[config.mk]
export PLATFORM = sky130hd
export DESIGN_NAME = lcd_nibble_tx
export DESIGN_NICKNAME = d
export VERILOG_FILES = /design/src/rtl/lcd_nibble_tx.sv
export SDC_FILE = /design/constraint.sdc
export NUM_CORES = 1
export LEC_CHECK = 0
export BUFFER_PORTS_ARGS = -buffer_cell sky130_fd_sc_hd__buf_2
export CORE_ASPECT_RATIO = 0.9
export CORE_MARGIN = 2
export CORE_UTILIZATION = 39
export DETAILED_ROUTE_END_ITERATION = 7
export GPL_ROUTABILITY_DRIVEN = 0
export RECOVER_POWER = 50
export SYNTH_ARGS = -nofsm -noshare
export SYNTH_HDL_FRONTEND = slang
export SYNTH_SLANG_ARGS = --single-unit
[constraint.sdc]
create_clock -name clk -period 2.38 [get_ports clk]
set_input_delay 0.119 -clock clk [delete_from_list [all_inputs] [get_ports clk]]
set_output_delay 0.119 -clock clk [all_outputs]
set_load 0.05 [all_outputs]
[src/rtl/lcd_nibble_tx.sv]
// lcd_nibble_tx
//   Byte-to-nibble physical transmitter for an HD44780-class character LCD
//   running in 4-bit mode. Takes command/data bytes over a valid/ready
//   handshake and drives DB7..DB4, E, RS and RW with setup, enable-pulse,
//   hold, inter-nibble gap and execution-time spacing.
//
// Optional feature macro: LCD_NIBBLE_TX_INIT_EN
//   defined   : after reset the block runs the power-up init sequence itself
//               and raises init_done (together with in_ready) when finished.
//   undefined : no init states, init_done is tied high.
//
// Ports
//   clk        in   1  system clock
//   rst_n      in   1  asynchronous active-low reset
//   in_valid   in   1  byte offered
//   in_ready   out  1  idle; byte accepted on in_valid && in_ready at a rising edge
//   in_data    in   8  byte to send, high nibble first
//   in_rs      in   1  0 = command, 1 = data
//   in_nib     in   1  send only in_data[7:4]
//   in_long    in   1  use T_LONG instead of T_EXEC for the execution wait
//   dataout    out  4  LCD DB7..DB4
//   control    out  3  {E, RS, RW}, RW always 0
//   done       out  1  one-cycle pulse when a transfer's execution wait ends
//   init_done  out  1  power-up init complete
module lcd_nibble_tx #(
  parameter int T_SU    = 2,
  parameter int T_PW    = 25,
  parameter int T_H     = 2,
  parameter int T_GAP   = 50,
  parameter int T_EXEC  = 2000,
  parameter int T_LONG  = 82000,
  parameter int T_PWRUP = 750000
) (
  input  logic       clk,
  input  logic       rst_n,
  input  logic       in_valid,
  output logic       in_ready,
  input  logic [7:0] in_data,
  input  logic       in_rs,
  input  logic       in_nib,
  input  logic       in_long,
  output logic [3:0] dataout,
  output logic [2:0] control,
  output logic       done,
  output logic       init_done
);

  localparam int M1 = (T_SU > T_PW) ? T_SU : T_PW;
  localparam int M2 = (M1 > T_H) ? M1 : T_H;
  localparam int M3 = (M2 > T_GAP) ? M2 : T_GAP;
  localparam int M4 = (M3 > T_EXEC) ? M3 : T_EXEC;
  localparam int M5 = (M4 > T_LONG) ? M4 : T_LONG;
  localparam int M6 = (M5 > T_PWRUP) ? M5 : T_PWRUP;
  localparam int CW = $clog2(M6 + 1);

  typedef enum logic [3:0] {
    IDLE, SU_H, PW_H, HD_H, GAP, SU_L, PW_L, HD_L, WAIT
`ifdef LCD_NIBBLE_TX_INIT_EN
    , INIT_PWR
`endif
  } state_t;

  state_t        st, nst;
  logic [CW-1:0] cnt, ncnt;
  logic [3:0]    lo_q;
  logic          rs_q, nib_q, lng_q, e_q;
  logic          ld_ext, ld_int, ld, fin;
  logic [7:0]    src_byte;
  logic          src_rs, src_nib, src_lng;
  logic          wait_skip;
  logic [CW-1:0] wait_load;
  logic [3:0]    dataout_d;
  logic          e_d, rs_d, done_d, ready_d, init_done_d;

  // The cycle in which done is high is the last cycle of the execution wait,
  // so WAIT itself lasts one cycle less than the configured wait. A wait of
  // one cycle skips WAIT entirely.
  assign wait_skip = lng_q ? (T_LONG < 2) : (T_EXEC < 2);
  assign wait_load = lng_q ? CW'(T_LONG - 2) : CW'(T_EXEC - 2);

`ifdef LCD_NIBBLE_TX_INIT_EN
  logic [2:0] step_q, init_idx;
  logic [7:0] init_byte;

  assign init_idx = (st == INIT_PWR) ? 3'd0 : step_q + 3'd1;

  // Power-up table: three 0x3 nibbles, 0x2 nibble, then function set,
  // display on, entry mode and clear.
  always_comb begin
    case (init_idx)
      3'd0, 3'd1, 3'd2: init_byte = 8'h30;
      3'd3:             init_byte = 8'h20;
      3'd4:             init_byte = 8'h28;
      3'd5:             init_byte = 8'h0C;
      3'd6:             init_byte = 8'h06;
      default:          init_byte = 8'h01;
    endcase
  end

  assign src_byte = ld_ext ? in_data : init_byte;
  assign src_rs   = ld_ext & in_rs;
  assign src_nib  = ld_ext ? in_nib : (init_idx < 3'd4);
  assign src_lng  = ld_ext ? in_long : ((init_idx == 3'd0) || (init_idx == 3'd7));
`else
  assign src_byte = in_data;
  assign src_rs   = in_rs;
  assign src_nib  = in_nib;
  assign src_lng  = in_long;
`endif

  assign ld = ld_ext | ld_int;

  // State and output registers
  always_ff @(posedge clk or negedge rst_n) begin
    if (!rst_n) begin
`ifdef LCD_NIBBLE_TX_INIT_EN
      st        <= INIT_PWR;
      cnt       <= CW'(T_PWRUP - 1);
      init_done <= 1'b0;
      step_q    <= 3'd0;
`else
      st        <= IDLE;
      cnt       <= '0;
`endif
      lo_q      <= 4'h0;
      nib_q     <= 1'b0;
      lng_q     <= 1'b0;
      rs_q      <= 1'b0;
      e_q       <= 1'b0;
      dataout   <= 4'h0;
      done      <= 1'b0;
      in_ready  <= 1'b0;
    end else begin
      st        <= nst;
      cnt       <= ncnt;
      if (ld) begin
        lo_q  <= src_byte[3:0];
        nib_q <= src_nib;
        lng_q <= src_lng;
      end
      rs_q      <= rs_d;
      e_q       <= e_d;
      dataout   <= dataout_d;
      done      <= done_d;
      in_ready  <= ready_d;
`ifdef LCD_NIBBLE_TX_INIT_EN
      init_done <= init_done_d;
      if (ld_int) step_q <= init_idx;
`endif
    end
  end

`ifndef LCD_NIBBLE_TX_INIT_EN
  assign init_done = 1'b1;
`endif

  // Next state; the shared counter is reloaded whenever a state is entered
  always_comb begin
    nst    = st;
    ncnt   = cnt - CW'(1);
    ld_ext = 1'b0;
    ld_int = 1'b0;
    fin    = 1'b0;
    case (st)
      IDLE: begin
        ncnt = cnt;
        if (in_valid && in_ready) begin
          nst    = SU_H;
          ncnt   = CW'(T_SU - 1);
          ld_ext = 1'b1;
        end
      end
      SU_H: if (cnt == '0) begin nst = PW_H; ncnt = CW'(T_PW - 1); end
      PW_H: if (cnt == '0) begin nst = HD_H; ncnt = CW'(T_H - 1); end
      HD_H: if (cnt == '0) begin
        if (!nib_q) begin
          nst  = GAP;
          ncnt = CW'(T_GAP - 1);
        end else if (wait_skip) begin
          fin = 1'b1;
        end else begin
          nst  = WAIT;
          ncnt = wait_load;
        end
      end
      GAP:  if (cnt == '0) begin nst = SU_L; ncnt = CW'(T_SU - 1); end
      SU_L: if (cnt == '0) begin nst = PW_L; ncnt = CW'(T_PW - 1); end
      PW_L: if (cnt == '0) begin nst = HD_L; ncnt = CW'(T_H - 1); end
      HD_L: if (cnt == '0) begin
        if (wait_skip) begin
          fin = 1'b1;
        end else begin
          nst  = WAIT;
          ncnt = wait_load;
        end
      end
      WAIT: if (cnt == '0) fin = 1'b1;
`ifdef LCD_NIBBLE_TX_INIT_EN
      INIT_PWR: if (cnt == '0) begin
        nst    = SU_H;
        ncnt   = CW'(T_SU - 1);
        ld_int = 1'b1;
      end
`endif
      default: nst = IDLE;
    endcase
    if (fin) begin
      nst  = IDLE;
      ncnt = '0;
`ifdef LCD_NIBBLE_TX_INIT_EN
      // During init, a finished transfer chains straight into the next entry
      if (!init_done && (step_q != 3'd7)) begin
        nst    = SU_H;
        ncnt   = CW'(T_SU - 1);
        ld_int = 1'b1;
      end
`endif
    end
  end

  // Outputs are registered from the next state so pins change on state entry
  always_comb begin
    e_d       = (nst == PW_H) || (nst == PW_L);
    rs_d      = ld ? src_rs : rs_q;
    dataout_d = dataout;
    if (ld) begin
      dataout_d = src_byte[7:4];
    end else if ((nst == SU_L) && (st == GAP)) begin
      dataout_d = lo_q;
    end
`ifdef LCD_NIBBLE_TX_INIT_EN
    init_done_d = init_done | (fin && (step_q == 3'd7));
`else
    init_done_d = 1'b1;
`endif
    done_d  = fin && init_done;
    ready_d = (nst == IDLE) && init_done_d;
  end

  assign control = {e_q, rs_q, 1'b0};

endmodule

==> results.yml <==
global_route:
  grt_pass1_vias: 1801
  grt_max_degree: 39
  grt_pass1_wl_um: 9087
  grt_overflow_total: 0
  antenna_found_initial: 0
  grt_use_total: 0.1988
yosys:
  synthArstFlopShare: 1.000
  synth_edf_count: 0
  synth_ff_type: "dfrtp_1"
  synth_cell_type_count: 49
  syn_inst: 245
  seq_area_frac_synth: 0.4452
  syn_area_per_cell_um2: 8.718
  ys_ff_latch: 38
  syn-num-nets: 260
  syn_area_mm2: 0.002136
  yosysWarnings: 0
die:
  die-width_um: 82.01
  pin_count: 24
  die_area_mm2: 0.006085
  row_count: 25
  start_util: 0.4064
  core_mm2: 0.005255
  die_h_um: 74.21
sta:
  slew_violations: 0
  max_slew_margin: 0.3808
  fin_crit_ps: 2255
  max_freq_mhz: 443.4
  timing.hold.ws_ps: 15.60
  setup_viol: 0
  fin_tns_setup_ps: 0
  final.setup_skew_ps: 6.845
  hold_viol: 0
  fin_crit_sh: 0.9477
  tightest_slew_ps: 928.9
  rsz0062_at_grt: "false"
finish:
  area_delta_synth_final_pct: 21.32
  regArea_um2: 950.9
  fin_nets: 299
  layout-drive-gt1-share: 0.2105
  multi_input_area_mm2: 0.001099
  fill_cells: 527
  antenna_cells: 0
pwr:
  p_per_area_mw_per_mm2: 467.4
  leakagePower_nw: 1.209
  peakVddDrop_mv: 0.2977
place:
  dpl.hpwl_um: 3924
  port_buffers: 21
worst_setup_path:
  r2r_cells: 5
  critPathKind: "reg2reg"
  r2r_setup_slack_ps: 120
  r2r-start: "cnt[12]"
  cp-end-kind: "flip-flop"
  crit_arrival_ps: 2450
  path_max_fanout: 7
  cp.required_ps: 2580
  cp-start-kind: "flip-flop"
  rr_endpoint: "in_ready"
worst_hold_path:
  whs_path_depth: 3
  hold_end: "rs_q"
  hp-start: "in_rs"
  hold_class: "in2reg"
clock_tree:
  post_cts_buffers: 0
  cts-root-buf: "clkbuf_8"
  cts_tree: "done"
  clk_path_buf_depth: 2
  clk_latency_ps: 290
  cts.sinks: 38
  cts_inserted_buffers: 5
  clkTransAtPathRegs_ps: 70
  cts-htree-levels: 2
routing:
  routed_wl_um: 5343
  num_vias: 1915
  drc: 0
  dr.pass1.iters: 4
  vias_per_cell: 5.440
  drt_iter0_drc: 150
  ant_nets: 0
  wl_per_cell_um: 15.18
run_status:
  status: "completed"
job:
  cap_violations: 0
power by group:
group	internal [mW]	leakage [nW]	switching (mW)
registers	0.645	0.511	0
clock network	0.314	0.0524	0.222
logic	0.00856	0.646	0.0218
total	0.967	1.21	0.244
metrics by stage:
stage                     power [mW]  worst slack, ps  area (um2)    util  cells
after floorplan               0.6677            153.0        2136       -    245
after global placement        0.6881            167.9        2469  0.4698    343
after detailed placement      0.6882            114.0        2469  0.4698    343
after CTS                      1.226            114.9        2585  0.4919    352
after global routing           1.260            14.04        2591  0.4931    352
final                          1.211            124.5        2591  0.4931    352
worst max-delay path by stage:
| stage | start | to | slack (ps) | cells after the start |
|---|---|---|---|---|
| floorplan | cnt[8] | in_ready | 150 | 6 |
| global placement | cnt[9] | dataout[1] | 170 | 6 |
| detailed placement | cnt[9] | cnt[11] | 110 | 6 |
| CTS | cnt[9] | cnt[11] | 110 | 6 |
| global route | cnt[12] | in_ready | 10 | 5 |
| finish | cnt[12] | in_ready | 120 | 5 |
cells in the final DEF, fill, tap and decap left out, drive strengths merged, types with 4 or more instances in the layout:
cell type,n
xnor2,6
o31ai,4
nor3,6
buf,38
inv,7
nor2,31
nand2,35
nor4,7
nand3,12
or3,4
mux2,6
dfrtp,38
clkbuf,16
a21oi,6
o21ai,13
a31oi,5
layer usage:
metal	part of all wire	global-route usage	up-vias
met4	0.014	0.05556	0
met5	0	0	-
li1	-	-	957
met2	0.44	0.2864	49
met1	0.48	0.3011	904
met3	0.059	0.04369	5
registers in the layout (all words and copies together) (netlist names):
signal and flops:
in_ready 1, rs_q 1, nib_q 1, st 4, e_q 1, dataout 4, lo_q 4, lng_q 1
cnt 20, done 1
layout make-up:
class,instances,share of cell area
inverter,7,0.01014
clock buffer,7,0.02945
clock inverter,1,0.01159
tap,67,0.03235
sequential,38,0.3670
multi-input combinational,184,0.4239
timing repair buffer,48,0.1255
cells by family (layout without fill, tap and decap cells):
group           after synthesis  in the layout  share of synthesized area
other cells                   2              2                   0.003516
fa+ha+maj                     1              1                   0.005857
compound gates               52             52                     0.1640
flops                        38             38                     0.4452
simple gates                117            117                     0.2771
xor+xnor                      6              6                    0.02460
buf+inv                      23             63                    0.04804
mux                           6              6                    0.03163
worst max-delay path, cell delays in order (launching register included):
cell,delay (ps)
dfrtp_1,420
or3_1,500
or3_4,470
o31a_1,300
o21a_1,210
nor4b_2,260
what timing repair did:
action | 4_1_cts | 5_1_grt
gates resized for setup | 0 | 3
hold buffers | 1 | 0
setup endpoints to repair | 0 | 12
hold endpoints to repair | 38 | 0
synthesized netlist by cell type (4+ instances only):
library cell,instances,share of area
mux2_2,6,0.032
o21ai_0,13,0.030
xnor2_1,6,0.025
buf_4,4,0.014
clkbuf_1,11,0.019
o31ai_1,4,0.014
inv_1,7,0.012
a31oi_1,5,0.015
a21oi_1,6,0.014
nand2_1,35,0.062
dfrtp_1,38,0.45
nand3_1,12,0.028
nor3_1,5,0.012
nor4_1,7,0.021
nor2_1,31,0.054
Power figures use the tool's default switching activity.
